### src/rtl/tx_slot_sched_if.sv
// tx_slot_sched_if
// Bundles the two packetizer handshakes and the registered GMII transmit
// outputs of tx_slot_sched.
//   vid_req/vid_data/vid_last -> scheduler, vid_gnt <- scheduler (video packetizer)
//   aux_req/aux_data/aux_last -> scheduler, aux_gnt <- scheduler (audio/InfoFrame packetizer)
//   gmii_tx_en/gmii_txd/gmii_tx_er <- scheduler (to the GMII/PHY output stage)
// master: the packetizer/PHY side; slave: the scheduler.
interface tx_slot_sched_if;
    logic       vid_req;
    logic [7:0] vid_data;
    logic       vid_last;
    logic       vid_gnt;
    logic       aux_req;
    logic [7:0] aux_data;
    logic       aux_last;
    logic       aux_gnt;
    logic       gmii_tx_en;
    logic [7:0] gmii_txd;
    logic       gmii_tx_er;

    modport master (
        output vid_req, vid_data, vid_last,
        input  vid_gnt,
        output aux_req, aux_data, aux_last,
        input  aux_gnt,
        input  gmii_tx_en, gmii_txd, gmii_tx_er
    );

    modport slave (
        input  vid_req, vid_data, vid_last,
        output vid_gnt,
        input  aux_req, aux_data, aux_last,
        output aux_gnt,
        output gmii_tx_en, gmii_txd, gmii_tx_er
    );
endinterface

### src/rtl/tx_slot_sched.sv
// tx_slot_sched
// Shares one GMII transmit port between the video-line packetizer and the
// auxiliary packetizer. One complete frame is granted at a time, video has
// priority, and aux is forced through after AUX_MAX_SKIP video grants taken
// while aux was waiting. Frames longer than MAX_LEN are truncated (last byte
// flagged with gmii_tx_er, remainder discarded), and IFG_CYCLES idle cycles
// are enforced after every frame.
// Ports:
//   sys_clk  - 125 MHz transmit byte clock, all registers on rising edge
//   rstbtn   - synchronous active-high reset
//   en       - scheduler enable, sampled only while idle
//   bus      - slave side of tx_slot_sched_if (requester handshakes, GMII outputs)
//   abort    - one-cycle pulse, aligned with the gmii_tx_er byte of a truncated frame
//   pkt_cnt  - frames completed normally, wraps
//   err_cnt  - frames truncated, saturates at 255
module tx_slot_sched #(
    parameter int unsigned IFG_CYCLES   = 12,
    parameter int unsigned MAX_LEN      = 1526,
    parameter int unsigned AUX_MAX_SKIP = 4
) (
    input  logic               sys_clk,
    input  logic               rstbtn,
    input  logic               en,
    tx_slot_sched_if.slave     bus,
    output logic               abort,
    output logic [15:0]        pkt_cnt,
    output logic [7:0]         err_cnt
);

    typedef enum logic [2:0] {IDLE, GRANT, XFER, DRAIN, IFG} state_t;

    localparam logic [10:0] LAST_IDX = 11'(MAX_LEN - 1);
    localparam logic [7:0]  IFG_LAST = 8'(IFG_CYCLES - 1);
    localparam logic [3:0]  SKIP_MAX = 4'(AUX_MAX_SKIP);

    state_t      state_q, state_d;
    logic        sel_aux_q, sel_aux_d;
    logic [10:0] byte_cnt_q;
    logic [7:0]  ifg_cnt_q;
    logic [3:0]  skip_q;

    logic [7:0]  cur_data;
    logic        cur_last;
    logic        at_limit;
    logic        truncate;

    // Byte stream of the selected requester; at_limit marks the MAX_LEN-th byte.
    always_comb begin
        cur_data = sel_aux_q ? bus.aux_data : bus.vid_data;
        cur_last = sel_aux_q ? bus.aux_last : bus.vid_last;
        at_limit = (byte_cnt_q == LAST_IDX);
        truncate = (state_q == XFER) && at_limit && !cur_last;
    end

    always_comb begin
        state_d     = state_q;
        sel_aux_d   = sel_aux_q;
        bus.vid_gnt = 1'b0;
        bus.aux_gnt = 1'b0;
        case (state_q)
            IDLE: begin
                if (en && (bus.vid_req || bus.aux_req)) begin
                    sel_aux_d = bus.aux_req && (!bus.vid_req || (skip_q == SKIP_MAX));
                    state_d   = GRANT;
                end
            end
            GRANT: begin
                // Gated by reset so a grant is never seen while reset is held.
                bus.vid_gnt = !sel_aux_q && !rstbtn;
                bus.aux_gnt = sel_aux_q && !rstbtn;
                state_d     = XFER;
            end
            XFER: begin
                if (cur_last) begin
                    state_d = IFG;
                end else if (at_limit) begin
                    state_d = DRAIN;
                end
            end
            DRAIN: begin
                if (cur_last) begin
                    state_d = IFG;
                end
            end
            IFG: begin
                if (ifg_cnt_q == IFG_LAST) begin
                    state_d = IDLE;
                end
            end
            default: state_d = IDLE;
        endcase
    end

    always_ff @(posedge sys_clk) begin
        if (rstbtn) begin
            state_q        <= IDLE;
            sel_aux_q      <= 1'b0;
            byte_cnt_q     <= '0;
            ifg_cnt_q      <= '0;
            skip_q         <= '0;
            bus.gmii_tx_en <= 1'b0;
            bus.gmii_txd   <= '0;
            bus.gmii_tx_er <= 1'b0;
            abort          <= 1'b0;
            pkt_cnt        <= '0;
            err_cnt        <= '0;
        end else begin
            state_q   <= state_d;
            sel_aux_q <= sel_aux_d;

            byte_cnt_q <= (state_q == XFER) ? byte_cnt_q + 11'd1 : '0;
            ifg_cnt_q  <= (state_q == IFG) ? ifg_cnt_q + 8'd1 : '0;

            // Skip count tracks video grants taken while aux waits; it
            // saturates at SKIP_MAX, where the next arbitration goes to aux.
            if (state_q == GRANT) begin
                if (sel_aux_q) begin
                    skip_q <= '0;
                end else if (bus.aux_req && (skip_q != SKIP_MAX)) begin
                    skip_q <= skip_q + 4'd1;
                end
            end

            bus.gmii_tx_en <= (state_q == XFER);
            bus.gmii_txd   <= (state_q == XFER) ? cur_data : '0;
            bus.gmii_tx_er <= truncate;
            abort          <= truncate;

            if ((state_q == XFER) && cur_last) begin
                pkt_cnt <= pkt_cnt + 16'd1;
            end
            if (truncate && (err_cnt != 8'hFF)) begin
                err_cnt <= err_cnt + 8'd1;
            end
        end
    end

endmodule

### src/flat_wrapper.sv
// flat-port wrapper written by rule: the top's interface ports become plain ports
module tx_slot_sched_flat 
#(
    parameter int unsigned IFG_CYCLES   = 12,
    parameter int unsigned MAX_LEN      = 1526,
    parameter int unsigned AUX_MAX_SKIP = 4
)
  (sys_clk, rstbtn, en, abort, pkt_cnt, err_cnt, bus_vid_req, bus_vid_data, bus_vid_last, bus_vid_gnt, bus_aux_req, bus_aux_data, bus_aux_last, bus_aux_gnt, bus_gmii_tx_en, bus_gmii_txd, bus_gmii_tx_er);
  tx_slot_sched_if bus_i ();
  input  logic sys_clk;
  input  logic rstbtn;
  input  logic en;
  output logic abort;
  output logic [15:0] pkt_cnt;
  output logic [7:0] err_cnt;
  input wire logic [$bits(bus_i.vid_req)-1:0] bus_vid_req;
  input wire logic [$bits(bus_i.vid_data)-1:0] bus_vid_data;
  input wire logic [$bits(bus_i.vid_last)-1:0] bus_vid_last;
  output wire logic [$bits(bus_i.vid_gnt)-1:0] bus_vid_gnt;
  input wire logic [$bits(bus_i.aux_req)-1:0] bus_aux_req;
  input wire logic [$bits(bus_i.aux_data)-1:0] bus_aux_data;
  input wire logic [$bits(bus_i.aux_last)-1:0] bus_aux_last;
  output wire logic [$bits(bus_i.aux_gnt)-1:0] bus_aux_gnt;
  output wire logic [$bits(bus_i.gmii_tx_en)-1:0] bus_gmii_tx_en;
  output wire logic [$bits(bus_i.gmii_txd)-1:0] bus_gmii_txd;
  output wire logic [$bits(bus_i.gmii_tx_er)-1:0] bus_gmii_tx_er;
  assign bus_i.vid_req = bus_vid_req;
  assign bus_i.vid_data = bus_vid_data;
  assign bus_i.vid_last = bus_vid_last;
  assign bus_vid_gnt = bus_i.vid_gnt;
  assign bus_i.aux_req = bus_aux_req;
  assign bus_i.aux_data = bus_aux_data;
  assign bus_i.aux_last = bus_aux_last;
  assign bus_aux_gnt = bus_i.aux_gnt;
  assign bus_gmii_tx_en = bus_i.gmii_tx_en;
  assign bus_gmii_txd = bus_i.gmii_txd;
  assign bus_gmii_tx_er = bus_i.gmii_tx_er;
  tx_slot_sched #(.IFG_CYCLES(IFG_CYCLES), .MAX_LEN(MAX_LEN), .AUX_MAX_SKIP(AUX_MAX_SKIP)) u_core (.sys_clk(sys_clk), .rstbtn(rstbtn), .en(en), .bus(bus_i), .abort(abort), .pkt_cnt(pkt_cnt), .err_cnt(err_cnt));
endmodule
### config.mk
export PLATFORM = sky130hd
export DESIGN_NAME = tx_slot_sched_flat
export DESIGN_NICKNAME = d
export VERILOG_FILES = /design/src/rtl/tx_slot_sched_if.sv /design/src/rtl/tx_slot_sched.sv /design/src/flat_wrapper.sv
export SDC_FILE = /design/constraint.sdc
export NUM_CORES = 1
export LEC_CHECK = 0
export ABC_CLOCK_PERIOD_IN_PS = 4500
export CORE_MARGIN = 10
export CORE_UTILIZATION = 54
export DETAILED_ROUTE_END_ITERATION = 16
export PLACE_DENSITY = 0.82
export SLEW_MARGIN = 0
export SYNTH_ARGS = -nofsm -noshare
export SYNTH_HDL_FRONTEND = slang
export SYNTH_SLANG_ARGS = --single-unit
### constraint.sdc
create_clock -name sys_clk -period 4.5 [get_ports sys_clk]
set_input_delay 0.675 -clock sys_clk [delete_from_list [all_inputs] [get_ports sys_clk]]
set_output_delay 0.675 -clock sys_clk [all_outputs]
set_load 0.02 [all_outputs]
==> impl_metrics.env <==
export IMPL_run_status="complete, no violations"
export IMPL_drtIter0Drc=133
export IMPL_yosys_area_share_simple_pct=27.0
export IMPL_ff_latch_area_sq_um=1220
export IMPL_synthesis_instances=318
export IMPL_grt_pass1_wl_mm=10.3
export IMPL_power_leakage_nw=1.18
export IMPL_rsz0062_at_grt="false"
export IMPL_synth_top_area_cell="dfxtp_1"
export IMPL_internal_power_w=0.000829
export IMPL_max_cap_viol_count=0
export IMPL_path_clk_slew_ps=70
export IMPL_grt_max_degree=41
export IMPL_synth_edf_count=0
export IMPL_power_frac_seq_pct=51.8
export IMPL_rr_worst_depth=4
export IMPL_postCtsHoldBufs=0
export IMPL_hpwl_mm=4.66
export IMPL_antenna_found_initial=0
export IMPL_finalHoldViolations=0
export IMPL_synth_flop_cell="dfxtp_1"
export IMPL_synth_commonest_cells="61 x dfxtp_1, 42 x nor2_1, 20 x a21oi_1"
export IMPL_multi_input_comb_area_sq_um=1480
export IMPL_clock_sinks=61
export IMPL_clkPwrFrac_pct=39.1
export IMPL_clk_insertion_delay_late_ps=330
export IMPL_synth_area_top_cells="dfxtp_1 43%, nor2_1 5.6%, a21oi_1 3.6%"
export IMPL_worst_ep_required_time_ps=3830
export IMPL_grt_pass1_vias=2257
export IMPL_worst_slew_pin_transition_ps=816
export IMPL_path_cells="or3b_2 -> nor3b_1 -> clkdlybuf4s50_1"
export IMPL_synth_cell_type_count=45
export IMPL_dieArea_sq_um=8480
export IMPL_portBuffers=59
export IMPL_ios=60
export IMPL_cts_tree="done"
export IMPL_grt_use_total_pct=14.6
export IMPL_synthXorXnorAreaFrac_pct=5.61
export IMPL_fin_crit_ps=2860
export IMPL_synth_compound_area_share_pct=10.8
export IMPL_synth_most_common_cell="dfxtp_1"
export IMPL_drc=0
export IMPL_worst_setup_path_end_kind="output port"
export IMPL_clockRootBuffer="clkbuf_8"
export IMPL_overflow=0
export IMPL_finalSetupTns_ps=0
export IMPL_switching_share_pct=23.9
export IMPL_core_sq_um=5070
export IMPL_synth_mux_area_share_pct=6.06
export IMPL_worstHoldPathType="reg -> reg"
export IMPL_finClkSkew_ps=7.60
export IMPL_fin_crit_sh_pct=63.6
export IMPL_drt_total_wl_mm=6.32
export IMPL_critPathMaxFanout=8
export IMPL_async_reset_ff_share_pct=0
export IMPL_hold_depth=1
export IMPL_die_h_um=92.1
export IMPL_slowest_stage="clkdlybuf4s50_1"
export IMPL_via_per_inst=5.55
export IMPL_ant_nets=0
export IMPL_ir_drop_mv=0.230
export IMPL_powerDensity_nw_per_um2=303
export IMPL_first_pass_iters=6
export IMPL_wl_per_cell_um=14.1
export IMPL_finalSetupViolations=0
export IMPL_path_class="reg -> out"
export IMPL_relSlewSlack_pct=45.6
export IMPL_num_vias=2491
export IMPL_post_cts_resize_count=0
export IMPL_synth_top_area_share_pct=43.5
export IMPL_cts_setup_buffers=0
export IMPL_gp_congestion=0.818
export IMPL_slew_viol_final=0
export IMPL_synth_top_family_by_area="simple AND/OR/NAND/NOR gates"
export IMPL_area_delta_synth_final_pct=28.1
export IMPL_synthAdderAreaFrac_pct=3.12
export IMPL_p_comb_share_pct=9.1
export IMPL_drive_gt1_share_pct=6.86
export IMPL_max_freq_ghz=0.349
export IMPL_final_nets=404
export IMPL_yosysSeqAreaShare_pct=43.5
export IMPL_critPathMaxStageDelay_ps=630
export IMPL_htreeDepth=3
export IMPL_avgSynthCellArea_sq_um=8.83
export IMPL_fin_util_pct=70.9
export IMPL_cts_buffers=9
export IMPL_syn_nets=348
export IMPL_cp_start_kind="flop"
export IMPL_synth_seq_cells=61
export IMPL_rows=26
export IMPL_max_clock_path_buffers=2
export IMPL_diodes=0
export IMPL_start_util_pct=55.3
export IMPL_die_w_um=92.1
export IMPL_worstPathArrival_ps=2190
export IMPL_yosys_warnings=0
export IMPL_final_fill_count=424
export IMPL_synth_area_sq_um=2810
export IMPL_p_switching_w=0.000260
[final cells by class]
cell class,count,area share (%)
multi-input combinational,231,41.1
sequential,61,34.0
timing repair buffer,60,16.6
clock buffer,15,4.63
tap,70,2.44
inverter,11,1.15
clock inverter,1,0.139
[power by group through the flow]
stage               clock network [W]  registers [W]  logic (W)
finish                       0.000426       0.000564  0.0000993
global route                 0.000458       0.000566   0.000109
CTS                          0.000435       0.000564   0.000100
detailed placement                  0       0.000576  0.0000999
global placement                    0       0.000576  0.0000972
floorplan                           0       0.000572  0.0000624
[placed cells by master, fill, tap and decap left out, types with 2 or more instances in the layout]
| cell type | synthesis | layout |
|---|---|---|
| mux2_2 | 5 | 5 |
| o21ai_0 | 10 | 10 |
| nand2b_1 | 3 | 3 |
| nand3b_1 | 5 | 5 |
| dfxtp_1 | 61 | 61 |
| nor2b_1 | 4 | 4 |
| a21oi_1 | 20 | 20 |
| or3_1 | 7 | 7 |
| nand3_1 | 17 | 17 |
| or2_2 | 2 | 2 |
| and4_1 | 2 | 2 |
| nor2_1 | 42 | 42 |
| and3_1 | 4 | 4 |
| ha_1 | 7 | 7 |
| nor3_1 | 8 | 8 |
| xnor2_1 | 10 | 10 |
| nor4_1 | 7 | 7 |
| mux2i_1 | 10 | 10 |
| inv_1 | 11 | 11 |
| clkbuf_1 | 10 | 4 |
| nor3b_1 | 2 | 2 |
| clkdlybuf4s50_1 | 0 | 59 |
| nand4_1 | 10 | 10 |
| o31ai_1 | 9 | 9 |
| clkbuf_8 | 0 | 11 |
| nand2_1 | 13 | 13 |
| xor2_1 | 8 | 8 |
| or4_1 | 7 | 7 |
| a31oi_1 | 4 | 4 |
[flip-flops by register name, summed over array words and instances, names as in the netlist]
| name | cells |
|---|---|
| u_core.ifg_cnt_q | 8 |
| u_core.err_cnt | 8 |
| u_core.skip_q | 4 |
| u_core.bus.gmii_tx_er | 1 |
| u_core.bus.gmii_txd | 8 |
| u_core.state_q | 3 |
| u_core.byte_cnt_q | 11 |
| u_core.bus.gmii_tx_en | 1 |
| u_core.sel_aux_q | 1 |
| u_core.pkt_cnt | 16 |
[path summary, 6_finish.rpt]
path / start / endpoint / slack, ps
min: u_core.ifg_cnt_q[0] / u_core.ifg_cnt_q[0] / 450
max: u_core.state_q[0] / bus_aux_gnt / 1640
min reg2reg: u_core.ifg_cnt_q[0] / u_core.ifg_cnt_q[0] / 450
max reg2reg: u_core.sel_aux_q / u_core.err_cnt[4] / 1960
[worst max-delay path, delay by kind of cell, from the launching register on]
family	cells	cell delay, ps
and+or+nand+nor	2	780
buffers and inverters	1	630
DFF	1	440
[per-layer routing]
metal | wire (um) | track usage [%]
met5 | 0 | 0
met4 | 62 | 5.01
met3 | 511 | 7.58
met2 | 2960 | 23.1
met1 | 2780 | 16.5
[through the flow]
step | hold WS, ps | instances | total power (W) | setup WS, ps | instance area [sq um]
6_report | 451 | 449 | 0.00109 | 1640 | 3600
5_1_grt | 507 | 449 | 0.00113 | 1540 | 3600
3_5_place_dp | 442 | 433 | 0.000676 | 1780 | 3420
4_1_cts | 456 | 449 | 0.00110 | 1610 | 3600
3_3_place_gp | 432 | 433 | 0.000673 | 1780 | 3420
2_1_floorplan | 418 | 318 | 0.000634 | 2220 | 2810
[kinds of logic (layout without fill, tap and decap cells)]
group                      count (synthesis)  in the layout
adders and majority gates                  7              7
muxes                                     16             16
and+or+nand+nor                          140            140
DFF                                       61             61
xor gates and xnor gates                  18             18
buffers and inverters                     26             87
AOI/OAI and AO/OA                         50             50
Note: power is estimated with default switching activity, not from simulation.
